===== config.mk =====
export PLATFORM = sky130hd
export DESIGN_NAME = alu_interface
export DESIGN_NICKNAME = d
export VERILOG_FILES = /design/src/rtl/alu_interface_pkg.sv /design/src/rtl/alu_if_timer.sv /design/src/rtl/alu_interface.sv
export SDC_FILE = /design/constraint.sdc
export NUM_CORES = 1
export LEC_CHECK = 0
export ABC_AREA = 0
export CELL_PAD_IN_SITES_DETAIL_PLACEMENT = 0
export CELL_PAD_IN_SITES_GLOBAL_PLACEMENT = 1
export CORE_ASPECT_RATIO = 0.7
export CORE_MARGIN = 5
export CORE_UTILIZATION = 53
export CTS_BUF_LIST = sky130_fd_sc_hd__clkbuf_16
export CTS_CLUSTER_SIZE = 14
export DETAILED_ROUTE_END_ITERATION = 8
export DONT_BUFFER_PORTS = 1
export PLACE_DENSITY = 0.92
export SYNTH_ARGS = -nofsm -noshare
export SYNTH_HDL_FRONTEND = slang
export SYNTH_SLANG_ARGS = --single-unit

===== constraint.sdc =====
create_clock -name clk -period 5.1 [get_ports clk]
set_clock_uncertainty 0.1 [all_clocks]
set_input_delay 0.765 -clock clk [delete_from_list [all_inputs] [get_ports clk]]
set_output_delay 0.765 -clock clk [all_outputs]
set_load 0.01 [all_outputs]

===== src/rtl/alu_interface_pkg.sv =====
`default_nettype none
`timescale 1ns/1ps
// ============================================================================
//  Module   : alu_interface_pkg
//  Purpose  : Shared state encoding and ALU opcode constants for alu_interface.
//  Revision : 1.0 - initial release
// ============================================================================
package alu_interface_pkg;

    localparam logic [2:0] c_st_wait_a  = 3'd0;
    localparam logic [2:0] c_st_wait_b  = 3'd1;
    localparam logic [2:0] c_st_wait_op = 3'd2;
    localparam logic [2:0] c_st_send    = 3'd3;
    localparam logic [2:0] c_st_wait_tx = 3'd4;

    localparam logic [5:0] c_op_add = 6'h20;
    localparam logic [5:0] c_op_sub = 6'h22;
    localparam logic [5:0] c_op_and = 6'h24;
    localparam logic [5:0] c_op_or  = 6'h25;
    localparam logic [5:0] c_op_xor = 6'h26;
    localparam logic [5:0] c_op_nor = 6'h27;
    localparam logic [5:0] c_op_sra = 6'h03;
    localparam logic [5:0] c_op_srl = 6'h02;

    function automatic logic is_busy_state(input logic [2:0] st);
        return (st == c_st_send) || (st == c_st_wait_tx);
    endfunction

endpackage
`default_nettype wire


===== src/rtl/alu_if_timer.sv =====
`default_nettype none
`timescale 1ns/1ps
// ============================================================================
//  Module   : alu_if_timer
//  Purpose  : Idle-cycle counter; flags expiry after TIMEOUT enabled cycles.
//  Revision : 1.0 - initial release
// ============================================================================
module alu_if_timer #(
    parameter int TIMEOUT = 100000
) (
    input  logic clk,
    input  logic reset,
    input  logic clr,
    input  logic en,
    output logic expired
);

    localparam int c_w = (TIMEOUT > 2) ? $clog2(TIMEOUT) : 1;

    logic [c_w-1:0] r_count;

    assign expired = (r_count == c_w'(TIMEOUT - 1));

    // Counter saturates at expiry; the FSM leaves the waiting state and clears it.
    always_ff @(posedge clk or posedge reset) begin
        if (reset) begin
            r_count <= '0;
        end else if (clr) begin
            r_count <= '0;
        end else if (en && !expired) begin
            r_count <= r_count + 1'b1;
        end
    end

endmodule
`default_nettype wire


===== src/rtl/alu_interface.sv =====
`default_nettype none
`timescale 1ns/1ps
// ============================================================================
//  Module   : alu_interface
//  Purpose  : Collects operand A, operand B and opcode bytes from a UART
//             receiver, drives an external ALU and sends back its result.
//  Revision : 1.0 - initial release
// ============================================================================
module alu_interface #(
    parameter int N       = 8,
    parameter int TIMEOUT = 100000
) (
    input  logic         clk,
    input  logic         reset,
    input  logic         rx_done,
    input  logic [7:0]   rx_data,
    input  logic         tx_done,
    output logic         tx_start,
    output logic [7:0]   tx_data,
    output logic [N-1:0] alu_a,
    output logic [N-1:0] alu_b,
    output logic [5:0]   alu_op,
    input  logic [N-1:0] alu_result,
    output logic         busy
);

    import alu_interface_pkg::*;

    logic [2:0]   r_state;
    logic [2:0]   w_state_next;
    logic [N-1:0] r_alu_a;
    logic [N-1:0] r_alu_b;
    logic [5:0]   r_alu_op;
    logic [7:0]   r_tx_data;
    logic         r_tx_start;
    logic [7:0]   w_result_ext;
    logic         w_timer_clr;
    logic         w_timer_en;
    logic         w_expired;

    // A byte arriving on the expiry cycle wins over the timeout.
    always_comb begin
        w_state_next = r_state;
        case (r_state)
            c_st_wait_a: begin
                if (rx_done) w_state_next = c_st_wait_b;
            end
            c_st_wait_b: begin
                if (rx_done)        w_state_next = c_st_wait_op;
                else if (w_expired) w_state_next = c_st_wait_a;
            end
            c_st_wait_op: begin
                if (rx_done)        w_state_next = c_st_send;
                else if (w_expired) w_state_next = c_st_wait_a;
            end
            c_st_send: begin
                w_state_next = c_st_wait_tx;
            end
            c_st_wait_tx: begin
                if (tx_done) w_state_next = c_st_wait_a;
            end
            default: begin
                w_state_next = c_st_wait_a;
            end
        endcase
    end

    always_comb begin
        w_result_ext         = '0;
        w_result_ext[N-1:0]  = alu_result;
    end

    // Every accepted byte also changes state, so a state change covers both clears.
    assign w_timer_clr = (w_state_next != r_state);
    assign w_timer_en  = (r_state == c_st_wait_b) || (r_state == c_st_wait_op);

    alu_if_timer #(
        .TIMEOUT (TIMEOUT)
    ) u_timer (
        .clk     (clk),
        .reset   (reset),
        .clr     (w_timer_clr),
        .en      (w_timer_en),
        .expired (w_expired)
    );

    always_ff @(posedge clk or posedge reset) begin
        if (reset) begin
            r_state    <= c_st_wait_a;
            r_alu_a    <= '0;
            r_alu_b    <= '0;
            r_alu_op   <= '0;
            r_tx_data  <= '0;
            r_tx_start <= 1'b0;
        end else begin
            r_state    <= w_state_next;
            r_tx_start <= 1'b0;
            if (rx_done && (r_state == c_st_wait_a))  r_alu_a  <= rx_data[N-1:0];
            if (rx_done && (r_state == c_st_wait_b))  r_alu_b  <= rx_data[N-1:0];
            if (rx_done && (r_state == c_st_wait_op)) r_alu_op <= rx_data[5:0];
            if (r_state == c_st_send) begin
                r_tx_data  <= w_result_ext;
                r_tx_start <= 1'b1;
            end
        end
    end

    assign alu_a    = r_alu_a;
    assign alu_b    = r_alu_b;
    assign alu_op   = r_alu_op;
    assign tx_data  = r_tx_data;
    assign tx_start = r_tx_start;
    assign busy     = is_busy_state(r_state);

endmodule
`default_nettype wire


==> summary.txt <==
outcome: finished clean
YS warnings: 0
synth cell count leaders: dfrtp_1 (51), mux2_2 (30), a21oi_1 (14), o21ai_0 (11), nor2_1 (10)
fraction of the yosys area taken by sequential cells: 54.08%
syn_nets: 207
worst reg2reg startpoint: u_timer.r_count[11]
Setup crit end: busy
n_diodes: 0
Hold WC Path Type: flip-flop to flip-flop
Worst Setup SP: r_state[2]
CTS tree: yes
post-synthesis sequential element count: 51
FF-to-FF End: u_timer.r_count[3]
Main synth FF type: dfrtp_1
filler cell count: 330
drt wl/cell: 19.26 um
drt drc: 0
Cell variety after synth: 38
TritonCTS Sinks: 51
setup TNS: 0 ps
Die Area: 5908 um^2
share of layout cells above drive strength 1: 27.51%
routability-driven placement congestion ratio: 0.7584
Mean Syn Cell Area: 12.69 um^2
initial antenna violation count: 0
Least-Margin Pin Slew: 1011 ps
Startpoint Class: flip-flop
antenna-violating nets left: 0
Hold Buf Count CTS: 0
area of the multi-input gates: 1021 um^2
Mapped Area: 2360 um^2
Fin. Hold Viols: 0
vias per std cell: 6.180
CTS root buf: clkbuf_16
PD cells: 558.6 nW/um^2
Synth Instances: 186
number of port buffers: 0
FP Rows: 20
WP data required: 4240 ps
io pins: 52
RSZ-0062 raised after global routing: no
Total Nets Final: 209
fin worst setup slack: 2477 ps
clk slew on worst S/H paths: 70 ps
FF+latch area: 1276 um^2
Post-synth EDFFs: 0
Worst setup EP type: primary output
slew margin rel.: 32.49%
first-pass GRT wire length: 7962 um
R2R cell count: 4
ratio of final minimum period to clock period: 51.43%
Setup Fix Bufs, Post-CTS: 0
width of the die: 89.76 um
DP HPWL: 3376 um
WL final: 4700 um
most common cell in the synthesized netlist: dfrtp_1
die height: 65.83 um
maximum clock path buffer count: 2
critical path class: flip-flop to primary output
Leak: 1.049 nW
leading area contributor after synthesis: dfrtp_1
remaining global-route overflow: 0
vias: 1508
H-tree depth: 2
worst vdd ir: 0.3836 mV
fin. max-slew vios: 0
1st-pass router iterations: 4
r2r setup slk: 3080 ps
largest net degree at the start of global routing: 52
WP data arrival: 1760 ps
Final setup viols: 0
Max Cap Viol: 0
Initial Util: 54.51%
final core occ: 58.38%
Crit Path Max Fanout: 13
Synth area leaders: dfrtp_1 (54%), mux2_2 (14%), a21oi_1 (3.0%), or3_1 (2.4%), o21ai_0 (2.3%)
Tmin final: 2623 ps
Core Footprint: 4329 um^2
DRT iter0 DRCs: 94
area share of the leading cell type in the synthesized netlist: 54.08%
area grow syn2layout: 7.105%
Num CTS Buffers: 5
All-Layer GR Usage: 17.02%
worst skew pair latency: 290 ps
max frequency: 0.3812 GHz
post-cts sizing count: 0
vias in the first global route: 1651
Place WS: 2794 ps
FFs w/ async S/R, synth: 100.0%
## cells by family (layout without fill, tap and decap cells)
| kind of cell | Yosys count | count (layout) | synth area share (%) |
|---|---|---|---|
| and+or+nand+nor | 60 | 60 | 17.60 |
| DFF | 51 | 51 | 54.08 |
| muxes | 30 | 30 | 14.32 |
| AOI/OAI and AO/OA | 29 | 29 | 7.423 |
| buffers and inverters | 8 | 11 | 2.651 |
| xor gates and xnor gates | 7 | 7 | 3.394 |
| adders and majority gates | 1 | 1 | 0.5301 |
## final cells by class
| class | instances | share of cell area (%) |
|---|---|---|
| sequential | 51 | 50.49 |
| multi-input combinational | 127 | 40.40 |
| clock buffer | 5 | 4.951 |
| tap | 55 | 2.723 |
| clock inverter | 3 | 0.9901 |
| inverter | 3 | 0.4455 |
## power by group
group | leakage (nW) | switching [mW] | internal [mW]
Combinational | 0.334 | 0.163 | 0.175
Sequential | 0.644 | 0.191 | 0.545
Clock | 0.0708 | 0.153 | 0.185
Total | 1.05 | 0.507 | 0.905
## layout by cell type, fill, tap and decap left out, drive strengths merged, types with 2 or more instances in the layout
master / n
a21oi: 14
and2: 2
and3: 2
and4: 4
and4b: 2
and4bb: 2
clkbuf: 5
dfrtp: 51
inv: 5
mux2: 30
nand2: 5
nand3: 8
nand4: 7
nor2: 11
nor3: 2
o21ai: 11
or3: 10
xnor2: 2
xor2: 5
## sequential cells by signal (all words and copies together), names as in the netlist
signal	flops
alu_a	8
tx_data	8
alu_op	6
tx_start	1
alu_b	8
r_state	3
u_timer.r_count	17
## layer usage
metal / routed length (um) / global-route usage [%]
met3: 326 / 6.030
met4: 78 / 7.170
met5: 0 / 0
met1: 2155 / 22.72
met2: 2139 / 25.27
## worst min-delay path by stage
stage	endpoint	depth (start not counted)	slack, ps	start
2_1_floorplan	u_timer.r_count[6]	2	410	u_timer.r_count[6]
3_3_place_gp	u_timer.r_count[16]	2	430	u_timer.r_count[16]
3_5_place_dp	u_timer.r_count[16]	2	450	u_timer.r_count[16]
4_1_cts	r_state[2]	1	460	tx_done
5_1_grt	r_state[2]	1	470	tx_done
6_report	u_timer.r_count[16]	2	460	u_timer.r_count[16]
## through the flow
stage          power [mW]  cells  instance area [um^2]  hold WS (ps)
2_1_floorplan       1.019    186                  2360         411.6
3_3_place_gp        1.054    236                  2377         428.6
6_report            1.412    244                  2527         461.4
4_1_cts             1.426    244                  2527         456.4
3_5_place_dp        1.085    236                  2377         448.6
5_1_grt             1.491    244                  2527         470.8
## critical path, cell delays in order, from the launching register on
cell and delay [ps]:
dfrtp_1 580, inv_1 180, or3_2 520, o21ai_0 190
Note: power is estimated with default switching activity, not from simulation.
